### src/rtl/aurora_hls_rx_level_if.sv
// Aurora RX FIFO occupancy-tracker bus: beat/handshake inputs plus the level,
// flag and statistics outputs.
interface aurora_hls_rx_level_if #(
    parameter int LVL_W = 10
);
    logic             wr_beat;
    logic             rd_valid;
    logic             rd_ready;
    logic             stats_clear;
    logic             fifo_rx_prog_full;
    logic             fifo_rx_prog_empty;
    logic [LVL_W-1:0] level;
    logic [LVL_W-1:0] peak_level;
    logic [31:0]      overflow_count;
    logic             underflow_sticky;

    modport master (
        output wr_beat, rd_valid, rd_ready, stats_clear,
        input  fifo_rx_prog_full, fifo_rx_prog_empty, level, peak_level,
               overflow_count, underflow_sticky
    );

    modport slave (
        input  wr_beat, rd_valid, rd_ready, stats_clear,
        output fifo_rx_prog_full, fifo_rx_prog_empty, level, peak_level,
               overflow_count, underflow_sticky
    );
endinterface

### src/rtl/aurora_hls_rx_level.sv
// RX FIFO occupancy tracker with hysteresis prog_full/prog_empty flags feeding
// the NFC XON/XOFF generator, plus overflow/underflow/peak statistics.
module aurora_hls_rx_level #(
    parameter int DEPTH        = 512,
    parameter int FULL_THRESH  = 384,
    parameter int EMPTY_THRESH = 128,
    parameter int HYST         = 32,
    parameter int LVL_W        = 10
) (
    input  logic                 clk,
    input  logic                 rst_n,
    aurora_hls_rx_level_if.slave bus
);
    localparam logic [LVL_W-1:0] DEPTH_L    = LVL_W'(DEPTH);
    localparam logic [LVL_W-1:0] E_EXIT_L   = LVL_W'(EMPTY_THRESH + HYST);
    localparam logic [LVL_W-1:0] E_ENTER_L  = LVL_W'(EMPTY_THRESH);
    localparam logic [LVL_W-1:0] F_ENTER_L  = LVL_W'(FULL_THRESH);
    localparam logic [LVL_W-1:0] F_EXIT_L   = LVL_W'(FULL_THRESH - HYST);

    typedef enum logic [1:0] {
        Z_EMPTY,
        Z_MID,
        Z_FULL
    } zone_e;

    zone_e            zone_q, zone_d;
    logic [LVL_W-1:0] level_q, level_d;
    logic [LVL_W-1:0] peak_q, peak_d;
    logic [31:0]      overflow_q, overflow_d;
    logic             underflow_q, underflow_d;
    logic             prog_full_q, prog_empty_q;
    logic             wr, rd;

    always_comb begin
        wr          = bus.wr_beat;
        rd          = bus.rd_valid && bus.rd_ready;
        level_d     = level_q;
        overflow_d  = overflow_q;
        underflow_d = underflow_q;

        // Simultaneous write and read is a pass-through and never flags over/underflow.
        if (wr && !rd) begin
            if (level_q == DEPTH_L) begin
                if (overflow_q != '1) overflow_d = overflow_q + 32'd1;
            end else begin
                level_d = level_q + LVL_W'(1);
            end
        end else if (rd && !wr) begin
            if (level_q == '0) underflow_d = 1'b1;
            else               level_d     = level_q - LVL_W'(1);
        end

        zone_d = zone_q;
        case (zone_q)
            Z_EMPTY: if (level_d > E_EXIT_L) zone_d = Z_MID;
            Z_MID: begin
                if (level_d <= E_ENTER_L)      zone_d = Z_EMPTY;
                else if (level_d >= F_ENTER_L) zone_d = Z_FULL;
            end
            Z_FULL:  if (level_d < F_EXIT_L) zone_d = Z_MID;
            default: zone_d = Z_EMPTY;
        endcase

        peak_d = (level_d > peak_q) ? level_d : peak_q;
        if (bus.stats_clear) begin
            overflow_d  = '0;
            underflow_d = 1'b0;
            peak_d      = level_d;
        end
    end

    always_ff @(posedge clk or negedge rst_n) begin
        if (!rst_n) begin
            zone_q       <= Z_EMPTY;
            level_q      <= '0;
            peak_q       <= '0;
            overflow_q   <= '0;
            underflow_q  <= 1'b0;
            prog_full_q  <= 1'b0;
            prog_empty_q <= 1'b1;
        end else begin
            zone_q       <= zone_d;
            level_q      <= level_d;
            peak_q       <= peak_d;
            overflow_q   <= overflow_d;
            underflow_q  <= underflow_d;
            prog_full_q  <= (zone_d == Z_FULL);
            prog_empty_q <= (zone_d == Z_EMPTY);
        end
    end

    assign bus.level              = level_q;
    assign bus.peak_level         = peak_q;
    assign bus.overflow_count     = overflow_q;
    assign bus.underflow_sticky   = underflow_q;
    assign bus.fifo_rx_prog_full  = prog_full_q;
    assign bus.fifo_rx_prog_empty = prog_empty_q;
endmodule
### src/flat_wrapper.sv
// flat-port wrapper written by rule: the top's interface ports become plain ports
module aurora_hls_rx_level_flat 
#(
    parameter int DEPTH        = 512,
    parameter int FULL_THRESH  = 384,
    parameter int EMPTY_THRESH = 128,
    parameter int HYST         = 32,
    parameter int LVL_W        = 10
)
  (clk, rst_n, bus_wr_beat, bus_rd_valid, bus_rd_ready, bus_stats_clear, bus_fifo_rx_prog_full, bus_fifo_rx_prog_empty, bus_level, bus_peak_level, bus_overflow_count, bus_underflow_sticky);
  aurora_hls_rx_level_if #(.LVL_W(LVL_W)) bus_i ();
  input  logic clk;
  input  logic rst_n;
  input wire logic [$bits(bus_i.wr_beat)-1:0] bus_wr_beat;
  input wire logic [$bits(bus_i.rd_valid)-1:0] bus_rd_valid;
  input wire logic [$bits(bus_i.rd_ready)-1:0] bus_rd_ready;
  input wire logic [$bits(bus_i.stats_clear)-1:0] bus_stats_clear;
  output wire logic [$bits(bus_i.fifo_rx_prog_full)-1:0] bus_fifo_rx_prog_full;
  output wire logic [$bits(bus_i.fifo_rx_prog_empty)-1:0] bus_fifo_rx_prog_empty;
  output wire logic [$bits(bus_i.level)-1:0] bus_level;
  output wire logic [$bits(bus_i.peak_level)-1:0] bus_peak_level;
  output wire logic [$bits(bus_i.overflow_count)-1:0] bus_overflow_count;
  output wire logic [$bits(bus_i.underflow_sticky)-1:0] bus_underflow_sticky;
  assign bus_i.wr_beat = bus_wr_beat;
  assign bus_i.rd_valid = bus_rd_valid;
  assign bus_i.rd_ready = bus_rd_ready;
  assign bus_i.stats_clear = bus_stats_clear;
  assign bus_fifo_rx_prog_full = bus_i.fifo_rx_prog_full;
  assign bus_fifo_rx_prog_empty = bus_i.fifo_rx_prog_empty;
  assign bus_level = bus_i.level;
  assign bus_peak_level = bus_i.peak_level;
  assign bus_overflow_count = bus_i.overflow_count;
  assign bus_underflow_sticky = bus_i.underflow_sticky;
  aurora_hls_rx_level #(.DEPTH(DEPTH), .FULL_THRESH(FULL_THRESH), .EMPTY_THRESH(EMPTY_THRESH), .HYST(HYST), .LVL_W(LVL_W)) u_core (.clk(clk), .rst_n(rst_n), .bus(bus_i));
endmodule
### config.mk
export PLATFORM = sky130hd
export DESIGN_NAME = aurora_hls_rx_level_flat
export DESIGN_NICKNAME = d
export VERILOG_FILES = /design/src/rtl/aurora_hls_rx_level_if.sv /design/src/rtl/aurora_hls_rx_level.sv /design/src/flat_wrapper.sv
export SDC_FILE = /design/constraint.sdc
export NUM_CORES = 1
export LEC_CHECK = 0
export ABC_AREA = 1
export CAP_MARGIN = 20
export CORE_UTILIZATION = 50
export CTS_CLUSTER_DIAMETER = 50
export DETAILED_ROUTE_END_ITERATION = 7
export GPL_ROUTABILITY_DRIVEN = 1
export GPL_TIMING_DRIVEN = 0
export HOLD_SLACK_MARGIN = 0.15
export PLACE_DENSITY = 0.75
export SLEW_MARGIN = 20
export SYNTH_ARGS = -nofsm -noshare
export SYNTH_HDL_FRONTEND = slang
export SYNTH_SLANG_ARGS = --single-unit
### constraint.sdc
create_clock -name clk -period 4.2 [get_ports clk]
set_input_delay 0.84 -clock clk [delete_from_list [all_inputs] [get_ports clk]]
set_output_delay 0.84 -clock clk [all_outputs]
set_load 0.005 [all_outputs]
==> metrics.txt <==
Synth Register Bits 57; Filler Cell Count between 700 and 800; layout cells sized above 1 12.48%; Max-slew headroom between 40% and 50%; clk sink count 57; wire length per cell ~14 µm; worst endpoint required time 4.40 ns; Post-layout nets 624; Storage cell area ~1400 µm²; vias per cell 5.353; Worst-path clk slew 0.07 ns; DIE WIDTH 90.80 µm; final worst-path cycle share 83.92%; final wirelength 10180 µm; CP dominant cell by count nand2_1; outcome completed; synthesized area per cell 7.383 µm²; first-pass GRT wire length 16860 µm; Cell Area, Placed approximately 4700 µm²; Setup Fix Bufs, Post-CTS 0; later-pin clock latency in the skew report 0.34 ns; setup_tns 0 ns; clock tree buffer depth 2; Layout area overhead 23.96%; IO Pins between 60 and 70; clk_skew 0.006602 ns; largest net degree at the start of global routing 58; H-tree levels 3; number of synthesized flops with an enable pin 0; syn nets 554; max_cap viols 0; # resized after CTS 0; Main synth FF type dfrtp_1; buffers and inverters on the worst path 5; Syn Inst Count 534; Finish-stage setup viols 0; vias 3806; post-place setup slack 0.3344 ns; multi-input combinational cell area 2182 µm²; power per cell area 477.1 nW/µm²; Congestion Overflow GR 0; critical path's slowest cell clkdlybuf4s50_1; Worst Hold Slack approximately 0.52 ns; die area 8244 µm²; crit path max fanout 10; CTS Buf Count 9; IO buf count 59; Post-synth ARST share between 90% and 100%; # diodes 0; RSZ-0062 raised after global routing false; Clock Tree Root clkbuf_8; dpl cells 695; Cell Area, Synth 3943 µm²; VDD IR max 314.6 µV; critical path's largest stage delay about 0.45 ns; delay-heaviest family, CP buffers and inverters; final worst slack 0.6753 ns; CTS tree yes; gp weighted congestion around 0.91; Worst-Margin Slew 0.7664 ns; Final Hold Fails 0; detailed placement HPWL 7657 µm; CTS Hold Buffers Added 0; Final Non-Filler Cells 711; Post-DRT Antenna Nets 0; core footprint 7687 µm²; All-Layer GR Usage 25.48%; Cell variety after synth 39; register area share after synthesis 36.21%; CP startpoint kind input port; Leakage 2.120 nW; 1st-iter DRT viols roughly 220; yosys warns 0; critical path cell sequence clkdlybuf4s50_1 -> inv_1 -> a21oi_1 -> buf_2 -> nand3b_1 -> nand2_1 -> nand2_1 -> nand2_1 -> inv_1 -> ha_1 -> nand2_1 -> o21a_1 -> o21ai_1 -> a21boi_0 -> o21ai_0 -> nand2_1 -> nand2_1 -> clkbuf_1 -> o21ai_0; initial core utilization about half; hold crit path type reg -> reg; Max Slew Vio Count 0; cell row count 32; critical path arrival between 3 and 4 ns; CP Capture Type flip-flop; number of remaining DRC errors 0; min Tclk post-route 3.525 ns; Crit Path Class in -> reg; fmax 0.2837 GHz; initial antenna violation count 0; vias in the first global route 3515; cell area after layout about 5000 µm²; Die H between 90 and 100 µm; TritonRoute pass-1 iters 5
-- cell families (layout without fill, tap and decap cells) --
group / Yosys count / in the layout / synth area share [%]
AOI/OAI and AO/OA: 65 / 65 / 9.997
xor gates and xnor gates: 19 / 19 / 4.221
and+or+nand+nor: 298 / 298 / 36.69
DFF: 57 / 57 / 36.21
adders and majority gates: 14 / 14 / 4.443
buffers and inverters: 81 / 156 / 8.442
-- worst register-to-register path, stage by stage (launching register included) --
cell and delay [ns]:
dfrtp_1 0.42, inv_1 0.14, ha_1 0.20, inv_1 0.05
nor2_1 0.20, nand3_4 0.17, nand2_2 0.12, nand2_1 0.07
nand3_2 0.06, nand2_2 0.10, ha_1 0.33, inv_1 0.04
nor2_1 0.08, nor2_1 0.04, o21a_1 0.16, o21ai_1 0.10
a21boi_0 0.08, o21ai_0 0.14, nand2_1 0.07, nand2_1 0.07
clkbuf_1 0.32, o21ai_0 0.14
-- report_power, final --
part           internal, mW  switching, mW  total (mW)
combinational         0.411          0.563       0.974
sequential            0.656          0.102       0.758
clock                 0.364          0.235       0.599
-- final cells by class --
| cell class | count | share of cell area, % |
|---|---|---|
| multi-input cells | 396 | 44.65 |
| flip-flops and latches | 57 | 29.21 |
| repair buffers | 59 | 12.03 |
| inverters | 71 | 5.556 |
| clock buffers | 11 | 3.098 |
| well taps | 102 | 2.611 |
| clock inverters | 5 | 1.587 |
| plain buffers | 10 | 1.254 |
-- placed cells by master (no fill, tap or decap), types with 3 or more instances in the layout --
cell type | synthesis | final
a21oi_1 | 15 | 15
buf_2 | 4 | 4
clkbuf_8 | 0 | 11
clkdlybuf4s50_1 | 0 | 58
dfrtp_1 | 56 | 56
ha_1 | 14 | 14
inv_1 | 62 | 62
inv_2 | 7 | 7
nand2_1 | 143 | 143
nand2_2 | 13 | 13
nand2_4 | 3 | 3
nand3_1 | 34 | 34
nand3_2 | 8 | 8
nand4_1 | 15 | 15
nor2_1 | 42 | 42
nor2_2 | 7 | 7
nor3_1 | 13 | 13
nor3_2 | 4 | 4
nor4_1 | 8 | 8
o21ai_0 | 26 | 26
o31ai_1 | 17 | 17
xnor2_1 | 5 | 5
xor2_1 | 14 | 14
-- path summary, 6_finish.rpt --
kind                                             start                             to  slack, ns  cells after the start
hold / removal             u_core.bus.underflow_sticky    u_core.bus.underflow_sticky       0.52                      2
max in group asynchronous                        rst_n            u_core.bus.level[4]       3.18                      1
hold reg to reg            u_core.bus.underflow_sticky    u_core.bus.underflow_sticky       0.52                      2
setup reg to reg                   u_core.bus.level[0]       u_core.bus.peak_level[6]       0.96                     21
min in group asynchronous                        rst_n  u_core.bus.overflow_count[22]       0.55                      1
setup / recovery                           bus_wr_beat       u_core.bus.peak_level[6]       0.68                     19
-- metal layers --
layer / vias up / GRT usage (%) / wire length (µm)
met2: 135 / 38.89 / 4541
met1: 1765 / 36.84 / 4887
met3: 16 / 4.545 / 603
met4: 0 / 7.540 / 151
li1: 1890 / - / -
met5: - / 0 / 0
-- cell usage after synthesis (all sizes together), types with 2 or more instances --
library cell / count / area [µm²]
ha: 14 / 175.2
clkbuf: 2 / 7.510
o21ai: 28 / 140.1
nor3: 17 / 105.1
dfrtp: 56 / 1401
xor2: 14 / 122.6
nand4: 15 / 93.84
nand2: 159 / 651.9
o31ai: 17 / 127.6
buf: 8 / 53.80
nand3b: 3 / 26.27
inv: 71 / 271.5
xnor2: 5 / 43.79
nor2: 52 / 244.0
nand3: 43 / 267.8
nor4: 8 / 50.05
a21oi: 16 / 91.34
-- flip-flops by register name (all words and copies together) (netlist names) --
signal,cells
u_core.bus.peak_level,10
u_core.bus.fifo_rx_prog_empty,1
u_core.zone_q,2
u_core.bus.fifo_rx_prog_full,1
u_core.bus.overflow_count,32
u_core.bus.underflow_sticky,1
u_core.bus.level,10
-- stage by stage --
stage | power (mW) | utilization (%)
finish | 2.331 | 63.57
CTS | 2.343 | 63.57
detailed placement | 1.740 | 60.60
global route | 2.504 | 63.57
global placement | 1.705 | 60.63
floorplan | 1.378 | -
Power figures use the tool's default switching activity.
